[src/rtl/ifu_pkg.sv]
// ifu_pkg: shared CPU widths, IFU reset/NOP defaults, FSM encoding and alignment helper
package ifu_pkg;
   localparam int XLEN = 64;
   localparam int ILEN = 32;
   localparam logic [XLEN-1:0] RESET_PC_DEF = 64'h8000_0000;
   localparam logic [ILEN-1:0] NOP_INST_DEF = 32'h0000_0013;
   typedef enum logic [1:0] {IDLE, REQ, WAIT, OUT} state_e;
   function automatic logic [XLEN-1:0] align4(input logic [XLEN-1:0] a);
      return {a[XLEN-1:2], 2'b00};
   endfunction
endpackage

[src/rtl/ifu_npc.sv]
// ifu_npc: next-pc mux selecting aligned redirect target, pc+4 or hold
module ifu_npc
   import ifu_pkg::*;
(
   input  logic [XLEN-1:0] pc_i,
   input  logic            inc_i,
   input  logic            redirect_valid_i,
   input  logic [XLEN-1:0] redirect_pc_i,
   output logic [XLEN-1:0] npc_o
);
   always_comb npc_o = redirect_valid_i ? align4(redirect_pc_i) : inc_i ? pc_i + 64'd4 : pc_i;
endmodule

[src/rtl/ifu.sv]
// ifu: instruction fetch FSM issuing imem requests and presenting one instruction at a time to decode
module ifu
   import ifu_pkg::*;
#(
   parameter logic [XLEN-1:0] RESET_PC = RESET_PC_DEF,
   parameter logic [ILEN-1:0] NOP_INST = NOP_INST_DEF
) (
   input  logic            clk,
   input  logic            rst,
   output logic            imem_req_valid,
   input  logic            imem_req_ready,
   output logic [XLEN-1:0] imem_req_addr,
   input  logic            imem_resp_valid,
   input  logic [ILEN-1:0] imem_resp_data,
   output logic [ILEN-1:0] inst,
   output logic [XLEN-1:0] inst_pc,
   output logic            inst_valid,
   input  logic            inst_ready,
   input  logic            redirect_valid,
   input  logic [XLEN-1:0] redirect_pc,
   input  logic            halt,
   output logic [XLEN-1:0] fetch_cnt
);
   state_e          state_q;
   logic [XLEN-1:0] pc_q, pc_d, addr_q, inst_pc_q, cnt_q;
   logic [ILEN-1:0] inst_q;
   logic            drop_q;
   ifu_npc u_npc (
      .pc_i             (pc_q),
      .inc_i            (state_q == OUT && inst_ready),
      .redirect_valid_i (redirect_valid),
      .redirect_pc_i    (redirect_pc),
      .npc_o            (pc_d)
   );
   always_ff @(posedge clk) begin
      if (rst) begin
         state_q   <= IDLE;
         pc_q      <= RESET_PC;
         addr_q    <= RESET_PC;
         drop_q    <= 1'b0;
         inst_q    <= NOP_INST;
         inst_pc_q <= '0;
         cnt_q     <= '0;
      end else begin
         case (state_q)
            IDLE: begin
               pc_q <= pc_d;
               if (!halt) begin
                  state_q <= REQ;
                  addr_q  <= pc_d;
               end
            end
            REQ: begin
               pc_q <= pc_d;
               if (redirect_valid) drop_q <= 1'b1;
               if (imem_req_ready) state_q <= WAIT;
            end
            WAIT: begin
               pc_q <= pc_d;
               if (redirect_valid) drop_q <= 1'b1;
               if (imem_resp_valid) begin
                  if (drop_q || redirect_valid) begin
                     drop_q  <= 1'b0;
                     state_q <= REQ;
                     addr_q  <= pc_d;
                  end else begin
                     inst_q    <= imem_resp_data;
                     inst_pc_q <= pc_q;
                     state_q   <= OUT;
                  end
               end
            end
            OUT: begin
               if (inst_ready || redirect_valid) begin
                  pc_q    <= pc_d;
                  addr_q  <= pc_d;
                  state_q <= (inst_ready && halt) ? IDLE : REQ;
                  if (inst_ready) cnt_q <= cnt_q + 64'd1;
               end
            end
            default: state_q <= IDLE;
         endcase
      end
   end
   always_comb begin
      imem_req_valid = state_q == REQ;
      imem_req_addr  = addr_q;
      inst_valid     = state_q == OUT;
      inst           = inst_valid ? inst_q : NOP_INST;
      inst_pc        = inst_pc_q;
      fetch_cnt      = cnt_q;
   end
endmodule

[config.mk]
export PLATFORM = sky130hd
export DESIGN_NAME = ifu
export DESIGN_NICKNAME = d
export VERILOG_FILES = /design/src/rtl/ifu_pkg.sv /design/src/rtl/ifu_npc.sv /design/src/rtl/ifu.sv
export SDC_FILE = /design/constraint.sdc
export NUM_CORES = 1
export LEC_CHECK = 0
export CAP_MARGIN = 20
export CORE_ASPECT_RATIO = 0.8
export CORE_UTILIZATION = 43
export CTS_BUF_LIST = sky130_fd_sc_hd__clkbuf_8
export CTS_CLUSTER_SIZE = 14
export DETAILED_ROUTE_END_ITERATION = 8
export MAX_ROUTING_LAYER = met4
export PLACE_DENSITY = 0.72
export SLEW_MARGIN = 10
export SYNTH_ARGS = -nofsm -noshare
export SYNTH_HDL_FRONTEND = slang
export SYNTH_SLANG_ARGS = --single-unit
export TNS_END_PERCENT = 30
[constraint.sdc]
create_clock -name clk -period 3.3 [get_ports clk]
set_input_delay 0.495 -clock clk [delete_from_list [all_inputs] [get_ports clk]]
set_output_delay 0.495 -clock clk [all_outputs]
set_load 0.02 [all_outputs]
==> impl_metrics.csv, run 1 <==
group,metric,value,unit
outcome,outcome,"finished clean",
clocking,clk_root_buffer_cell,"clkbuf_8",
logic_synthesis,synthDistinctLibCells,57,
hold_path,min-delay-start,"inst_q[2]",
power_and_ir_drop,peakVddDrop,0.643,mV
setup_path,ff2ff_setup_slack,0.42,ns
setup_path,cp_slowest_cell,"clkdlybuf4s50_1",
die,rows,55,
sta,fin_setup_tns,0,ns
logic_synthesis,syn_area_per_cell,8.05,µm²
clocking,clockBufferDepth,3,
grt,grt_max_degree,120,
power_and_ir_drop,power_frac_clock,31.3,%
hold_path,whs_endpoint,"inst_q[2]",
grt,first_global_vias,11593,
die,chipHeight,156,µm
flow_run,drv_cap,0,
logic_synthesis,yosysWarnings,0,
setup_path,cpPeakStageDelay,0.62,ns
routing,via_per_inst,5.52,
finish,synthToLayoutAreaGrowth,36.1,%
setup_path,crit_type,"reg2out",
clocking,cts_tree,"done",
grt,track_usage,26.8,%
setup_path,crit_required,2.80,ns
sta,worst_slew_pin_slew,0.839,ns
routing,wl_per_cell,17.7,µm
die,ios,329,
clocking,cts_buffers,48,
grt,grt_util_met1,35.4,%
die,die_w,194,µm
power_and_ir_drop,cellInternalPower,6300,µW
sta,post-route-period-util,92.7,%
finish,fin_cells,2290,
routing,drt_iter0_markers,726,
grt,gr-usage-met2,39.8,%
routing,antenna_left,0,
power_and_ir_drop,p_seq_share,44.2,%
logic_synthesis,synth_edf_count,0,
grt,grt_pass1_wl,63200,µm
finish,nets,2000,
logic_synthesis,synthArstFlopShare,0,%
routing,route.detailed.drc,0,
hold_path,holdCritPathClass,"reg2reg",
sta,drv_slew,0,
die,initial_core_util,44.3,%
setup_path,crit_arrival,2.56,ns
grt,grtUsageMet3,6.23,%
finish,fillers,2608,
placement,dp_hpwl,28400,µm
clocking,cts_setup_buffers,0,
setup_path,start_kind,"register",
placement,gp_congestion,0.916,
power_and_ir_drop,p_leak,0.00602,µW
logic_synthesis,yosys-top-cells-count,"dfxtp_1, nand2_1, a21oi_1",
sta,slew_headroom,43.5,%
logic_synthesis,synth_top_area_share,45.9,%
logic_synthesis,synth_most_common_cell,"dfxtp_1",
sta,finalHoldViolCount,0,
sta,min_period,3.06,ns
setup_path,startpoint,"state_q[1]",
setup_path,worst_r2r_startpoint,"state_q[1]",
setup_path,critPathCaptureType,"output pin",
routing,first_pass_iters,7,
routing,routed-via-count,12640,
clocking,clk_latency,0.58,ns
placement,dp.cells,2210,
power_and_ir_drop,switching_power,3040,µW
clocking,hold_buffers,0,
grt,top_usage_layer,"met2",
routing,wl,40600,µm
setup_path,crit_fanout,36,
logic_synthesis,ys_seq_elements,291,
logic_synthesis,synthTopCellsByArea,"dfxtp_1, nand2_1, a21oi_1",
sta,fmax,0.327,GHz
logic_synthesis,synth_seq_area_share,45.9,%
die,dieArea,30200,µm²
finish,drive_above_1_share,6.47,%
sta,rsz0062_at_grt,"false",
logic_synthesis,synthFlopType,"dfxtp_1",
power_and_ir_drop,swShare,32.5,%
clocking,htree_levels,2,
setup_path,path_cells,"ha_1 -> buf_4 -> and2_1 -> clkdlybuf4s50_1",
grt,grt.overflow.total,0,
placement,port_buffers,326,
sta,fin_worst_skew,0.0381,ns
clocking,cts-resized-gates,0,
logic_synthesis,netlist_instances,1575,
setup_path,r2r_end,"imem_req_addr[61]",
setup_path,reg2reg_depth,7,
logic_synthesis,syn_area,12700,µm²
clocking,clk_pin_slew,0.06,ns
power_and_ir_drop,power_frac_comb,24.5,%
power_and_ir_drop,powerDensity,541,nW/µm²
hold_path,hold_depth,2,
logic_synthesis,yosys.area.top_type,"dfxtp_1",
clocking,clock-sinks,291,
sta,setup_violations,0,
logic_synthesis,syn-num-nets,1685,
grt,antenna_found_initial,1,
die,core_area,28600,µm²
[stage by stage]
step	total power (µW)	worst slack [ns]	hold slack, ns	cell area (µm²)	utilization, %
5_1_grt	9770	0.130	0.444	17300	60.3
6_report	9350	0.241	0.448	17300	60.3
2_1_floorplan	5350	0.548	0.429	12700	-
3_3_place_gp	6460	0.171	0.438	16400	57.3
3_5_place_dp	6490	0.143	0.442	16400	57.3
4_1_cts	9410	0.203	0.444	17300	60.3
[critical path: cells and delay by family (launching register included)]
| family | cells | cell delay, ns |
|---|---|---|
| AND/OR/NAND/NOR | 1 | 0.24 |
| buffers and inverters | 2 | 1.01 |
| adder cells (fa/ha/maj) | 1 | 0.35 |
| flip-flops | 1 | 0.40 |
[logic make-up after synthesis]
logic type	Yosys count	synth area share, %
buf+inv	119	3.57
fa+ha+maj	7	0.691
simple gates	789	30.6
mux	7	0.553
flops	291	45.9
xor+xnor	82	5.66
compound gates	280	13.0
[power by group through the flow]
stage	clock network [µW]	registers (µW)	logic, µW
after global placement	0	4190	2270
after CTS	2980	4120	2310
final	2930	4130	2290
after detailed placement	0	4190	2290
after floorplan	0	4430	925
after global routing	3140	4160	2460
[registers in the layout (all words and copies together), names as in the netlist]
register / cells
fetch_cnt: 64
imem_req_addr: 64
inst_pc: 64
pc_q: 64
inst_q: 32
state_q: 2
drop_q: 1
[placed cells by master (no fill, tap or decap), types with 53 or more instances in the layout]
master	Yosys	layout
o21ai_0	53	53
clkdlybuf4s50_1	0	324
clkbuf_8	0	55
nor3_1	57	56
nor2_1	144	144
nand2_1	282	281
dfxtp_1	291	291
a21oi_1	150	150
nand3_1	54	54
[routing by layer]
metal	vias up	part of all wire, %
li1	6089	-
met1	5935	45
met2	524	43
met3	92	8.5
met4	0	3.3
met5	-	0
[area by class of cell]
class	instances	area, µm²	share of cell area, %
Clock inverter	24	105	0.609
Sequential cell	291	5830	33.8
Timing Repair Buffer	371	3650	21.1
Clock buffer	54	743	4.31
Tap cell	370	463	2.68
Inverter	13	48.8	0.283
Multi-Input combinational cell	1165	6420	37.2
Antenna cell	2	5.00	0.0290
[how the worst max path moves through the flow]
stage / endpoint / slack (ns) / cells after the start
after floorplan: imem_req_addr[53] / 0.55 / 8
after global placement: imem_req_addr[53] / 0.17 / 7
after detailed placement: imem_req_addr[53] / 0.14 / 7
after CTS: inst[5] / 0.20 / 4
after global routing: inst[5] / 0.13 / 4
final: inst[5] / 0.24 / 4
(Power assumes the default switching activity.)
==> run 2, diff against run 1 <==
Settings changed: SETUP_SLACK_MARGIN from default to 0.3.
Clock period 3.3 ns to 3.1 ns, I/O delays scaled along.
==> run 2 against run 1 <==
Effect of this change:
- via count decreased by 1.1%
- final area increased by 0.54%
- combinational power increased by 7%
- sequential cell count unchanged
- total power increased by 6.3%
- critical path depth increased by 1
- first-iteration DRC count increased by 9.0%
- register-to-register slack got worse by 0.06 ns
- worst hold slack got worse by 0.17 ns
- sequential power increased by 6.5%
- critical path type unchanged
- critical endpoint is now inst[28]
- largest cell class unchanged
==> impl_metrics.csv, run 2 (same netlist as run 1, synthesis figures left out) <==
group,metric,value,unit
outcome,outcome,"finished clean",
setup_path,startpoint,"state_q[1]",
grt,gr-usage-met2,40.3,%
placement,port_buffers,326,
sta,finalHoldViolCount,0,
grt,grt_max_degree,135,
sta,setup_slack,0.277,ns
setup_path,worst_r2r_startpoint,"state_q[1]",
power_and_ir_drop,swShare,32.1,%
routing,first_pass_iters,5,
grt,grt_pass1_wl,63500,µm
setup_path,critPathCaptureType,"output pin",
die,initial_core_util,44.3,%
hold_path,min-delay-start,"redirect_valid",
clocking,cts_tree,"done",
grt,antenna_found_initial,1,
power_and_ir_drop,switching_power,3190,µW
clocking,clk_latency,0.58,ns
sta,drv_slew,0,
finish,final_cell_mix,"clkdlybuf4s50_1, dfxtp_1, nand2_1",
finish,fillers,2564,
setup_path,start_kind,"register",
power_and_ir_drop,p_seq_share,44.3,%
grt,grt.overflow.total,0,
die,rows,55,
setup_path,critPathCapture,"inst[28]",
sta,setup_violations,0,
flow_run,drv_cap,0,
routing,route.detailed.drc,0,
grt,track_usage,26.9,%
routing,routed-via-count,12501,
power_and_ir_drop,cellInternalPower,6740,µW
routing,wl,40600,µm
finish,register_area,5830,µm²
placement,place_area,16500,µm²
routing,drt_iter0_markers,791,
die,core_area,28600,µm²
power_and_ir_drop,peakVddDrop,0.383,mV
sta,fin_setup_tns,0,ns
hold_path,holdCritPathClass,"in2reg",
clocking,clk_root_buffer_cell,"clkbuf_8",
setup_path,crit_arrival,2.36,ns
finish,multi_input_area,6420,µm²
die,dieArea,30200,µm²
clocking,clock-sinks,291,
sta,hold-worst-slack,0.278,ns
placement,dp_slack,0.0266,ns
sta,slew_headroom,43.5,%
die,ios,329,
sta,fin_worst_skew,0.0314,ns
sta,rsz0062_at_grt,"true",
sta,post-route-period-util,91.1,%
clocking,clockBufferDepth,3,
sta,fmax,0.354,GHz
sta,worst_slew_pin_slew,0.848,ns
clocking,cts_setup_buffers,0,
setup_path,crit_fanout,34,
finish,final_area,17400,µm²
finish,fin_util,60.6,%
setup_path,r2r_end,"imem_req_addr[53]",
power_and_ir_drop,power_frac_clock,31.2,%
setup_path,reg2reg_depth,7,
clocking,clk_pin_slew,0.06,ns
clocking,cts_buffers,48,
die,die_w,194,µm
routing,antenna_left,0,
power_and_ir_drop,p_leak,0.00634,µW
grt,top_usage_layer,"met2",
finish,nets,2005,
setup_path,crit_required,2.63,ns
routing,via_per_inst,5.45,
setup_path,ff2ff_setup_slack,0.36,ns
die,chipHeight,156,µm
routing,wl_per_cell,17.7,µm
grt,grtUsageMet3,5.43,%
grt,first_global_vias,11786,
finish,synthToLayoutAreaGrowth,36.8,%
power_and_ir_drop,powerDensity,573,nW/µm²
clocking,htree_levels,2,
finish,drive_above_1_share,6.76,%
grt,grt_util_met1,36.2,%
finish,final_common_cell,"clkdlybuf4s50_1",
power_and_ir_drop,power_frac_comb,24.6,%
setup_path,crit_type,"reg2out",
sta,min_period,2.82,ns
placement,dp_hpwl,28700,µm
placement,gp_congestion,0.920,
run 2: cell types whose count changed in the layout (fill, tap and decap cells not counted), sizes merged:
cell and delta:
diode -1, clkinvlp +1, dlymetal6s2s +13, buf +5, dlygate4sd2 +9, clkbuf +1
clkinv -1, clkdlybuf4s50 -22
run 2: worst min path at each step:
stage	cells past startpoint	to	slack (ns)
floorplan	2	inst_q[0]	0.43
global placement	2	inst_q[24]	0.44
CTS	3	drop_q	0.24
finish	3	drop_q	0.28
global route	3	drop_q	0.25
detailed placement	2	inst_q[24]	0.44
run 2: what timing repair did:
action                                  4_1_cts  5_1_grt
endpoints found under the setup margin       33       44
hold endpoints to repair                      0        0
hold buffers                                  0        0
resized for setup                            11       14
run 2: power by group through the flow:
stage          Sequential (µW)  Clock, µW  Combinational, µW
2_1_floorplan             4720          0                985
5_1_grt                   4440       3360               2620
4_1_cts                   4390       3190               2450
3_3_place_gp              4460          0               2420
3_5_place_dp              4470          0               2440
6_report                  4400       3100               2440
run 2: layout make-up:
cell class                 count  share of cell area [%]
tap                          370                    2.67
sequential                   291                    33.6
timing repair buffer         376                    21.5
clock buffer                  55                    4.36
clock inverter                24                   0.599
inverter                      13                   0.281
multi-input combinational   1165                    37.0
antenna                        1                  0.0144
run 2: worst max-delay path: stages, from the launching register on:
cell	delay [ns]
dfxtp_1	0.40
ha_1	0.22
buf_4	0.18
buf_12	0.18
and2_1	0.18
clkdlybuf4s50_1	0.62
run 2: metal layers:
metal | part of all wire, % | wire (µm) | up-vias
li1 | - | - | 6106
met1 | 46 | 18700 | 5874
met2 | 43 | 17600 | 440
met3 | 7.3 | 2970 | 81
met4 | 3.0 | 1210 | 0
met5 | 0 | 0 | -
run 2: metrics by stage:
stage                     cells  power [µW]
after floorplan            1575        5700
after global placement     2215        6880
after detailed placement   2215        6910
after CTS                  2294       10000
after global routing       2295       10400
final                      2295        9930
==> run 3, diff against run 2 <==
Settings changed: ABC_CLOCK_PERIOD_IN_PS from default to 3100, CTS_CLUSTER_DIAMETER from default to 80.
==> run 3 against run 2 <==
Effect of this change:
- fmax rose by 0.86%
- final area fell by 3.0%
- worst hold slack got worse by 0.021 ns
- largest cell class unchanged
- clock-buffer cell count fell by 31
- cell count fell by 2.3%
- routed wire length fell by 0.97%
- largest power group unchanged
- via count fell by 1.4%
- core utilization fell by 1.8 points
==> impl_metrics.csv, run 3 (same netlist as run 1, synthesis figures left out) <==
group,metric,value,unit
setup_path,start_kind,"register",
finish,final_cell_mix,"clkdlybuf4s50_1, dfxtp_1, nand2_1",
finish,register_area,5830,µm²
routing,wl_per_cell,17.9,µm
placement,gp_congestion,0.920,
clocking,clk_latency,0.58,ns
power_and_ir_drop,p_seq_share,50.1,%
hold_path,hold_depth,3,
finish,fin_cells,2242,
power_and_ir_drop,swShare,33.4,%
die,dieArea,30200,µm²
finish,nets,1981,
grt,grt_pass1_wl,63100,µm
die,die_w,194,µm
die,ios,329,
routing,wl,40200,µm
setup_path,critPathCaptureType,"output pin",
sta,min_period,2.80,ns
routing,route.detailed.drc,0,
clocking,htree_levels,1,
die,chipHeight,156,µm
hold_path,holdCritPathClass,"in2reg",
power_and_ir_drop,cellInternalPower,5840,µW
sta,fin_worst_skew,0.0250,ns
grt,track_usage,26.5,%
sta,slew_headroom,43.1,%
sta,rsz0062_at_grt,"true",
sta,finalHoldViolCount,0,
die,core_area,28600,µm²
routing,drt_iter0_markers,879,
power_and_ir_drop,p_leak,0.00601,µW
grt,first_global_vias,11618,
die,initial_core_util,44.3,%
setup_path,crit_type,"reg2out",
clocking,clk_root_buffer_cell,"clkbuf_8",
grt,grt.overflow.total,0,
clocking,cts_tree,"done",
clocking,clock-sinks,291,
power_and_ir_drop,power_frac_clock,22.0,%
routing,antenna_left,0,
die,rows,55,
finish,multi_input_area,6420,µm²
sta,worst_slew_pin_slew,0.853,ns
power_and_ir_drop,peakVddDrop,0.415,mV
setup_path,reg2reg_depth,7,
routing,routed-via-count,12324,
routing,via_per_inst,5.50,
placement,port_buffers,326,
sta,drv_slew,0,
finish,fillers,2604,
clocking,clk_pin_slew,0.09,ns
clocking,clockBufferDepth,3,
placement,dp_hpwl,28700,µm
setup_path,crit_fanout,34,
finish,final_common_cell,"clkdlybuf4s50_1",
placement,dp.cells,2215,
finish,synthToLayoutAreaGrowth,32.8,%
sta,fin_setup_tns,0,ns
grt,grt_max_degree,135,
clocking,cts_buffers,24,
sta,setup_violations,0,
power_and_ir_drop,powerDensity,521,nW/µm²
grt,antenna_found_initial,1,
setup_path,crit_required,2.63,ns
power_and_ir_drop,switching_power,2930,µW
routing,first_pass_iters,5,
sta,fmax,0.357,GHz
flow_run,drv_cap,0,
finish,drive_above_1_share,5.13,%
sta,post-route-period-util,90.3,%
outcome,outcome,"finished clean",
power_and_ir_drop,power_frac_comb,27.9,%
setup_path,crit_arrival,2.33,ns
[run 3: timing repair]
| item | 4_1_cts | 5_1_grt |
|---|---|---|
| endpoints found under the hold margin | 0 | 0 |
| endpoints found under the setup margin | 33 | 45 |
| hold buffers | 0 | 0 |
| buffers inserted | 0 | 0 |
| gates resized for setup | 11 | 15 |
[run 3: final cells by class]
type | count | area share, %
timing repair buffer | 376 | 22.2
inverter | 13 | 0.290
clock inverter | 2 | 0.0817
clock buffer | 24 | 1.96
antenna | 1 | 0.0149
multi-input combinational | 1165 | 38.1
tap | 370 | 2.75
sequential | 291 | 34.6
[run 3: worst paths after layout]
path	endpoint	slack, ns	start
setup / recovery	inst[28]	0.30	state_q[0]
hold / removal	drop_q	0.26	redirect_valid
setup reg to reg	imem_req_addr[53]	0.41	state_q[0]
hold reg to reg	inst_q[22]	0.45	inst_q[22]
[run 3: power by group through the flow]
stage | sequential (µW) | clock, µW | combinational [µW]
after floorplan | 4720 | 0 | 985
after CTS | 4390 | 2000 | 2450
after global routing | 4430 | 2150 | 2620
final | 4390 | 1930 | 2440
after global placement | 4460 | 0 | 2420
after detailed placement | 4470 | 0 | 2440
[run 3: critical path, stage by stage (launching register included)]
cell	delay [ns]
dfxtp_1	0.40
ha_1	0.21
buf_4	0.19
buf_12	0.19
and2_1	0.16
clkdlybuf4s50_1	0.61
[run 3: per-layer routing]
| layer | wire length [µm] | track usage, % | part of all wire, % |
|---|---|---|---|
| met1 | 18900 | 36.3 | 47 |
| met2 | 17600 | 40.3 | 44 |
| met3 | 2550 | 4.50 | 6.3 |
| met4 | 1080 | 7.48 | 2.7 |
| met5 | 0 | - | 0 |
[run 3: through the flow]
step	power (µW)	util (%)	area, µm²	hold slack (ns)	setup WS [ns]
final	8770	58.8	16800	0.257	0.301
after detailed placement	6910	57.5	16500	0.443	0.0266
after CTS	8830	58.7	16800	0.215	0.235
after global placement	6880	57.5	16500	0.437	0.103
after floorplan	5700	-	12700	0.429	0.348
after global routing	9200	58.8	16800	0.226	0.156
